**src/rtl/mpu_mem_port.sv**
```systemverilog
`timescale 1ns/1ps
// mpu_mem_port: memory-side responder of the MPU. Streams matrices from memory into
// the matrix register file (load) and from the register file out to memory (store).
module mpu_mem_port #(
  parameter int M               = 6,
  parameter int N               = 6,
  parameter int MBITS           = $clog2(M),
  parameter int NBITS           = $clog2(N),
  parameter int MATRIX_REG_BITS = 3,
  parameter int FW              = 32
) (
  input  logic                       clk,
  input  logic                       rst,
  input  logic                       load_req,
  input  logic [MBITS:0]             mem_m_load_size,
  input  logic [NBITS:0]             mem_n_load_size,
  input  logic [MATRIX_REG_BITS:0]   mem_load_addr,
  input  logic [FW-1:0]              mem_load_element,
  output logic                       mem_load_ack,
  output logic                       mem_load_error,
  output logic                       load_ready,
  input  logic                       store_req,
  input  logic [MATRIX_REG_BITS:0]   mem_store_addr,
  output logic                       mem_store_en,
  output logic [FW-1:0]              mem_store_element,
  output logic [MBITS:0]             mem_m_store_size,
  output logic [NBITS:0]             mem_n_store_size,
  output logic                       store_ready,
  output logic                       reg_load_req,
  output logic [MATRIX_REG_BITS:0]   reg_load_addr,
  output logic [FW-1:0]              reg_load_element,
  output logic [MBITS:0]             reg_i_load_loc,
  output logic [NBITS:0]             reg_j_load_loc,
  output logic [MBITS:0]             reg_m_load_size,
  output logic [NBITS:0]             reg_n_load_size,
  output logic                       reg_store_req,
  output logic [MATRIX_REG_BITS:0]   reg_store_addr,
  output logic [MBITS:0]             reg_i_store_loc,
  output logic [NBITS:0]             reg_j_store_loc,
  input  logic [FW-1:0]              reg_store_element,
  input  logic [MBITS:0]             reg_m_store_size,
  input  logic [NBITS:0]             reg_n_store_size
);

  localparam int CW = $clog2(M*N+1);
  localparam int TW = MBITS + NBITS + 2;

  localparam logic [MBITS:0] M_LIM = M[MBITS:0];
  localparam logic [NBITS:0] N_LIM = N[NBITS:0];
  localparam logic [MBITS:0] M_ONE = (MBITS+1)'(1);
  localparam logic [NBITS:0] N_ONE = (NBITS+1)'(1);

  localparam logic [2:0] S_IDLE        = 3'd0;
  localparam logic [2:0] S_LOAD        = 3'd1;
  localparam logic [2:0] S_LOAD_WAIT   = 3'd2;
  localparam logic [2:0] S_ERR_WAIT    = 3'd3;
  localparam logic [2:0] S_STORE_PRIME = 3'd4;
  localparam logic [2:0] S_STORE       = 3'd5;
  localparam logic [2:0] S_STORE_WAIT  = 3'd6;

  logic [2:0]               state_q, state_d;

  // load side
  logic [MBITS:0]           ld_m_q, ld_m_d;
  logic [NBITS:0]           ld_n_q, ld_n_d;
  logic [MATRIX_REG_BITS:0] ld_addr_q, ld_addr_d;
  logic [MBITS:0]           ld_i_q, ld_i_d;
  logic [NBITS:0]           ld_j_q, ld_j_d;
  logic [CW-1:0]            ld_cnt_q, ld_cnt_d;
  logic                     ack_q, ack_d;
  logic                     err_q, err_d;
  logic                     wr_req_q, wr_req_d;
  logic [FW-1:0]            wr_elem_q, wr_elem_d;
  logic [MBITS:0]           wr_i_q, wr_i_d;
  logic [NBITS:0]           wr_j_q, wr_j_d;

  // store side
  logic [MATRIX_REG_BITS:0] st_addr_q, st_addr_d;
  logic [MBITS:0]           st_m_q, st_m_d;
  logic [NBITS:0]           st_n_q, st_n_d;
  logic                     first_q, first_d;
  logic [MBITS:0]           rd_i_q, rd_i_d;
  logic [NBITS:0]           rd_j_q, rd_j_d;
  logic [CW-1:0]            rd_cnt_q, rd_cnt_d;
  logic [CW-1:0]            ret_cnt_q, ret_cnt_d;
  logic                     rd_pend_q, rd_pend_d;
  logic                     en_q, en_d;
  logic [FW-1:0]            st_elem_q, st_elem_d;

  logic [TW-1:0]            ld_total, st_total;
  logic [MBITS:0]           sz_m, nxt_i;
  logic [NBITS:0]           sz_n, nxt_j;
  logic                     rd_issue, ld_bad;

  assign ld_total = TW'(ld_m_q) * TW'(ld_n_q);
  assign ld_bad   = (mem_m_load_size == '0) || (mem_n_load_size == '0) ||
                    (mem_m_load_size > M_LIM) || (mem_n_load_size > N_LIM);

  // Read data and sizes arrive one cycle after the priming read, so the first
  // STORE cycle works from the live register-file sizes, later ones from the latch.
  assign sz_m     = first_q ? reg_m_store_size : st_m_q;
  assign sz_n     = first_q ? reg_n_store_size : st_n_q;
  assign st_total = TW'(sz_m) * TW'(sz_n);

  always_comb begin
    nxt_i = '0;
    nxt_j = '0;
    if (state_q == S_STORE) begin
      if (rd_j_q == sz_n - N_ONE) begin
        nxt_i = rd_i_q + M_ONE;
      end else begin
        nxt_i = rd_i_q;
        nxt_j = rd_j_q + N_ONE;
      end
    end
  end

  assign rd_issue = (state_q == S_STORE_PRIME) ||
                    ((state_q == S_STORE) && (TW'(rd_cnt_q) < st_total));

  // NOTE: every _d starts from its _q (or from 0 for one-cycle strobes) so that no
  // path through the case statement leaves a signal unassigned and infers a latch.
  always_comb begin
    state_d   = state_q;
    ld_m_d    = ld_m_q;
    ld_n_d    = ld_n_q;
    ld_addr_d = ld_addr_q;
    ld_i_d    = ld_i_q;
    ld_j_d    = ld_j_q;
    ld_cnt_d  = ld_cnt_q;
    ack_d     = ack_q;
    err_d     = 1'b0;
    wr_req_d  = 1'b0;
    wr_elem_d = wr_elem_q;
    wr_i_d    = wr_i_q;
    wr_j_d    = wr_j_q;
    st_addr_d = st_addr_q;
    st_m_d    = st_m_q;
    st_n_d    = st_n_q;
    first_d   = first_q;
    rd_i_d    = rd_i_q;
    rd_j_d    = rd_j_q;
    rd_cnt_d  = rd_cnt_q;
    ret_cnt_d = ret_cnt_q;
    rd_pend_d = 1'b0;
    en_d      = 1'b0;
    st_elem_d = st_elem_q;

    case (state_q)
      S_IDLE: begin
        if (load_req) begin
          ld_m_d    = mem_m_load_size;
          ld_n_d    = mem_n_load_size;
          ld_addr_d = mem_load_addr;
          ld_i_d    = '0;
          ld_j_d    = '0;
          ld_cnt_d  = '0;
          if (ld_bad) begin
            err_d   = 1'b1;
            state_d = S_ERR_WAIT;
          end else begin
            ack_d   = 1'b1;
            state_d = S_LOAD;
          end
        end else if (store_req) begin
          st_addr_d = mem_store_addr;
          state_d   = S_STORE_PRIME;
        end
      end

      S_LOAD: begin
        wr_req_d  = 1'b1;
        wr_elem_d = mem_load_element;
        wr_i_d    = ld_i_q;
        wr_j_d    = ld_j_q;
        ld_cnt_d  = ld_cnt_q + CW'(1);
        if (ld_j_q == ld_n_q - N_ONE) begin
          ld_j_d = '0;
          ld_i_d = ld_i_q + M_ONE;
        end else begin
          ld_j_d = ld_j_q + N_ONE;
        end
        if (TW'(ld_cnt_q) + TW'(1) == ld_total) begin
          ack_d   = 1'b0;
          state_d = S_LOAD_WAIT;
        end
      end

      S_LOAD_WAIT, S_ERR_WAIT: begin
        if (!load_req) state_d = S_IDLE;
      end

      S_STORE_PRIME: begin
        rd_i_d    = '0;
        rd_j_d    = '0;
        rd_cnt_d  = CW'(1);
        ret_cnt_d = '0;
        rd_pend_d = 1'b1;
        first_d   = 1'b1;
        state_d   = S_STORE;
      end

      S_STORE: begin
        first_d = 1'b0;
        if (first_q) begin
          st_m_d = reg_m_store_size;
          st_n_d = reg_n_store_size;
        end
        if (rd_issue) begin
          rd_i_d   = nxt_i;
          rd_j_d   = nxt_j;
          rd_cnt_d = rd_cnt_q + CW'(1);
        end
        rd_pend_d = rd_issue;
        if (st_total == '0) begin
          rd_pend_d = 1'b0;
          state_d   = S_STORE_WAIT;
        end else if (rd_pend_q) begin
          en_d      = 1'b1;
          st_elem_d = reg_store_element;
          ret_cnt_d = ret_cnt_q + CW'(1);
          if (TW'(ret_cnt_q) + TW'(1) == st_total) state_d = S_STORE_WAIT;
        end
      end

      S_STORE_WAIT: begin
        if (!store_req) state_d = S_IDLE;
      end

      default: state_d = S_IDLE;
    endcase
  end

  // NOTE: state is updated with non-blocking assignments so every flop samples the
  // pre-edge value of every other flop, independent of evaluation order.
  always_ff @(posedge clk or negedge rst) begin
    if (!rst) begin
      state_q   <= S_IDLE;
      ld_m_q    <= '0;
      ld_n_q    <= '0;
      ld_addr_q <= '0;
      ld_i_q    <= '0;
      ld_j_q    <= '0;
      ld_cnt_q  <= '0;
      ack_q     <= 1'b0;
      err_q     <= 1'b0;
      wr_req_q  <= 1'b0;
      wr_elem_q <= '0;
      wr_i_q    <= '0;
      wr_j_q    <= '0;
      st_addr_q <= '0;
      st_m_q    <= '0;
      st_n_q    <= '0;
      first_q   <= 1'b0;
      rd_i_q    <= '0;
      rd_j_q    <= '0;
      rd_cnt_q  <= '0;
      ret_cnt_q <= '0;
      rd_pend_q <= 1'b0;
      en_q      <= 1'b0;
      st_elem_q <= '0;
    end else begin
      state_q   <= state_d;
      ld_m_q    <= ld_m_d;
      ld_n_q    <= ld_n_d;
      ld_addr_q <= ld_addr_d;
      ld_i_q    <= ld_i_d;
      ld_j_q    <= ld_j_d;
      ld_cnt_q  <= ld_cnt_d;
      ack_q     <= ack_d;
      err_q     <= err_d;
      wr_req_q  <= wr_req_d;
      wr_elem_q <= wr_elem_d;
      wr_i_q    <= wr_i_d;
      wr_j_q    <= wr_j_d;
      st_addr_q <= st_addr_d;
      st_m_q    <= st_m_d;
      st_n_q    <= st_n_d;
      first_q   <= first_d;
      rd_i_q    <= rd_i_d;
      rd_j_q    <= rd_j_d;
      rd_cnt_q  <= rd_cnt_d;
      ret_cnt_q <= ret_cnt_d;
      rd_pend_q <= rd_pend_d;
      en_q      <= en_d;
      st_elem_q <= st_elem_d;
    end
  end

  assign load_ready        = (state_q == S_IDLE);
  assign store_ready       = (state_q == S_IDLE);
  assign mem_load_ack      = ack_q;
  assign mem_load_error    = err_q;
  assign reg_load_req      = wr_req_q;
  assign reg_load_addr     = ld_addr_q;
  assign reg_load_element  = wr_elem_q;
  assign reg_i_load_loc    = wr_i_q;
  assign reg_j_load_loc    = wr_j_q;
  assign reg_m_load_size   = ld_m_q;
  assign reg_n_load_size   = ld_n_q;
  assign reg_store_req     = rd_issue;
  assign reg_store_addr    = st_addr_q;
  assign reg_i_store_loc   = rd_issue ? nxt_i : '0;
  assign reg_j_store_loc   = rd_issue ? nxt_j : '0;
  assign mem_store_en      = en_q;
  assign mem_store_element = st_elem_q;
  assign mem_m_store_size  = st_m_q;
  assign mem_n_store_size  = st_n_q;

endmodule

```
**config.mk**
```make
export PLATFORM = sky130hd
export DESIGN_NAME = mpu_mem_port
export DESIGN_NICKNAME = d
export VERILOG_FILES = /design/src/rtl/mpu_mem_port.sv
export SDC_FILE = /design/constraint.sdc
export NUM_CORES = 1
export LEC_CHECK = 0
export CAP_MARGIN = 30
export CORE_MARGIN = 5
export CORE_UTILIZATION = 27
export DETAILED_ROUTE_END_ITERATION = 10
export HOLD_SLACK_MARGIN = 0.02
export PLACE_DENSITY = 0.5
export SYNTH_ARGS = -nofsm -noshare
export SYNTH_HDL_FRONTEND = slang
export SYNTH_SLANG_ARGS = --single-unit
```
**constraint.sdc**
```tcl
create_clock -name clk -period 8.5 [get_ports clk]
set_clock_uncertainty 0.15 [all_clocks]
set_input_delay 2.55 -clock clk [delete_from_list [all_inputs] [get_ports clk]]
set_output_delay 2.55 -clock clk [all_outputs]
set_load 0.005 [all_outputs]
```
==> results.cfg <==
[grt]
antenna_found_initial = 1
gr-usage-all-layers_pct = 14.0
grt_pass1_wl_um = 34900
grt_pass1_vias = 6453
grt_max_degree = 81
grt.overflow.total = 0

[routing]
drt-total-wl_um = 21700
viasPerCell = 4.45
post_drt_wl_per_cell_um = 15.6
drtIter0Drc = 272
vias = 6191
drc = 0
dr.pass1.iters = 4
ant_nets = 0

[synthesis]
synth_top_cells_by_count = nand2_1 (169), dfrtp_1 (139), mux2_2 (48), ha_1 (38)
synth.distinct_cells = 62
synth.top_cells.by_area = dfrtp_1 (46%), nand2_1 (8.5%), mux2_2 (7.2%)
synth_edf_count = 0
seq_area_frac_synth_pct = 46.4
yosys_register_bits = 139
syn_area_per_cell_um2 = 10.0
synth_area_mm2 = 0.00749
synth.most_common_cell = nand2_1
ys.flop_type = dfrtp_1
synth_top_area_share_pct = 46.4
synth_warnings = 0
async_flop_share_pct = 100
yosys.area.top_type = dfrtp_1
syn_inst = 747
syn_nets = 885

[cts]
cts_buffers = 17
cts_tree = yes
h-tree-depth = 4
clock_sinks = 139
root_buffer = clkbuf_16
postCtsHoldBufs = 0
clkLatencyLatePin_ps = 420
path_clk_slew_ps = 70
clockBufferDepth = 2

[timing]
slew_viol_final = 0
rsz0062_at_grt = yes
fmax_mhz = 111
fin_crit_sh_pct = 106
setup_tns_ps = -3800
slew_headroom_pct = 37.0
period_needed_ps = 9030
worst_slew_pin_slew_ps = 945
fin_ws_ps = -526
hold_viol = 0
setup_viol = 9
worst_hold_slack_ps = 323

[worst_setup_path]
cp_data_arrival_time_ps = 6330
path_buf_inv = 4
cp-start-kind = primary input
path_max_fanout = 4
worstPathCellList = buf_8 > mux2i_4 > or2_4 > fa_1 > inv_2 > fa_2 > ha_4 > and3_4 > or3_4 > nand2_4 > ha_4 > nand2_4 > o211ai_1 > a21oi_2 > a211oi_4 > or3_4 > buf_6 > nor2_4 > buf_2
crit_required_ps = 5800
r2r_cells = 20
cpLargestDelayFamily = adder cells
worst_path_max_delay_cell = fa_2
path_depth = 19
endpoint_kind = primary output
max_stage_delay_ps = 580
path_class = primary input to primary output

[final_layout]
drive_gt1_share_pct = 20.0
multiInputGateArea_mm2 = 0.00403
diodes = 0
fill_cells = 2716
area_growth_syn_to_layout_pct = 48.3
final_nets = 1138
regArea_mm2 = 0.00348

[floorplan]
die_area_mm2 = 0.0312
core_area_mm2 = 0.0276
die-width_um = 177
io_pins = 203
initial_utilization_pct = 27.2
core.rowCount = 61
die_y_um = 177

[status]
failed_checks = negative setup slack
status = finished, violations left

[power]
max-vdd-ir-drop_mv = 0.150
powerDensity_mw_per_mm2 = 405
leakagePower_nw = 5.02

[place]
place_congestion = 0.776
dpl.hpwl_um = 15700
dp_slack_ps = -1270
port_buffers = 202

[hold_path]
hold_class = register to register
hold_depth = 2

[flow_run]
cap_viol_max_count = 0
## registers in the layout, indices dropped and copies added, names as in the netlist, 6 cells and up
signal and count:
ld_cnt_q 6, mem_store_element 32, rd_cnt_q 6, reg_load_element 32, ret_cnt_q 6
## placed cells by master (no fill, tap or decap), types with 5 or more instances in the layout
| cell | count |
|---|---|
| nor2_1 | 31 |
| buf_6 | 9 |
| or3_1 | 6 |
| a21o_1 | 7 |
| fa_1 | 6 |
| buf_2 | 7 |
| inv_6 | 5 |
| nor2_2 | 5 |
| xor2_1 | 12 |
| nor2b_1 | 10 |
| mux2_2 | 48 |
| clkbuf_16 | 17 |
| ha_4 | 5 |
| o21ai_0 | 36 |
| nor3_1 | 8 |
| clkdlybuf4s50_1 | 185 |
| and2_1 | 19 |
| a21oi_1 | 14 |
| o31ai_1 | 5 |
| dfrtp_1 | 139 |
| ha_1 | 33 |
| nand2_1 | 167 |
| inv_1 | 23 |
| buf_4 | 53 |
| nand2b_1 | 8 |
| xnor2_1 | 24 |
| nand3_1 | 18 |
## worst min-delay path: stages, from the launching register on
cell and delay (ps):
dfrtp_1 340, nand2_1 50, nand2_1 60
## final timing paths
path	startpoint	end	slack [ps]
setup / recovery	reg_n_store_size[1]	reg_j_store_loc[0]	-530
setup reg to reg	first_q$_DFFE_PN0N_	ret_cnt_q[1]$_DFFE_PN0P_	3070
hold / removal	reg_load_element[9]$_DFFE_PN0P_	reg_load_element[9]$_DFFE_PN0P_	320
min in group asynchronous	rst	reg_load_req$_DFF_PN0_	2010
max in group asynchronous	rst	ret_cnt_q[0]$_DFFE_PN0P_	4840
hold reg to reg	reg_load_element[9]$_DFFE_PN0P_	reg_load_element[9]$_DFFE_PN0P_	320
## final cells by class
class / instances / share of cell area [%]
multi-input cells: 558 / 36.3
flip-flops and latches: 139 / 31.3
repair buffers: 259 / 22.0
well taps: 378 / 4.26
clock buffers: 18 / 3.86
clock inverters: 14 / 1.37
inverters: 25 / 0.845
## stage by stage
step	instances	utilization (%)	cell area (um2)	total power, mW
floorplan	747	-	7560	2.48
global placement	1343	37.2	10200	3.54
detailed placement	1343	37.2	10200	3.54
CTS	1387	39.8	11000	4.44
global route	1391	40.3	11100	4.88
finish	1391	40.3	11100	4.50
## logic make-up after synthesis
kind of cell	after synthesis	synth area share [%]
adder cells (fa/ha/maj)	46	8.49
multiplexers	59	9.00
AO/OA/AOI/OAI	110	9.94
AND/OR/NAND/NOR	304	18.4
flip-flops	139	46.4
buffers and inverters	50	2.82
XOR/XNOR	39	4.93
## per-layer routing
layer,routed length (um),global-route usage [%],share of wire [%]
met1,9410,17.2,43
met4,284,4.00,1.3
met5,13,0,0.060
met3,1390,4.95,6.4
met2,10600,23.2,49
## power breakdown
part           total [mW]  leakage, nW  internal, mW  switching [mW]
Sequential           1.17         1.78         0.931           0.235
Combinational        2.58         2.95          1.39            1.19
Clock               0.751        0.284         0.417           0.334
Total                4.50         5.02          2.74            1.76
## timing repair
item	in CTS	in global routing
cloned	0	0
setup endpoints to repair	9	9
gates resized for setup	81	21
pin swaps	20	19
buffers inserted	12	6
Note: power is estimated with default switching activity, not from simulation.
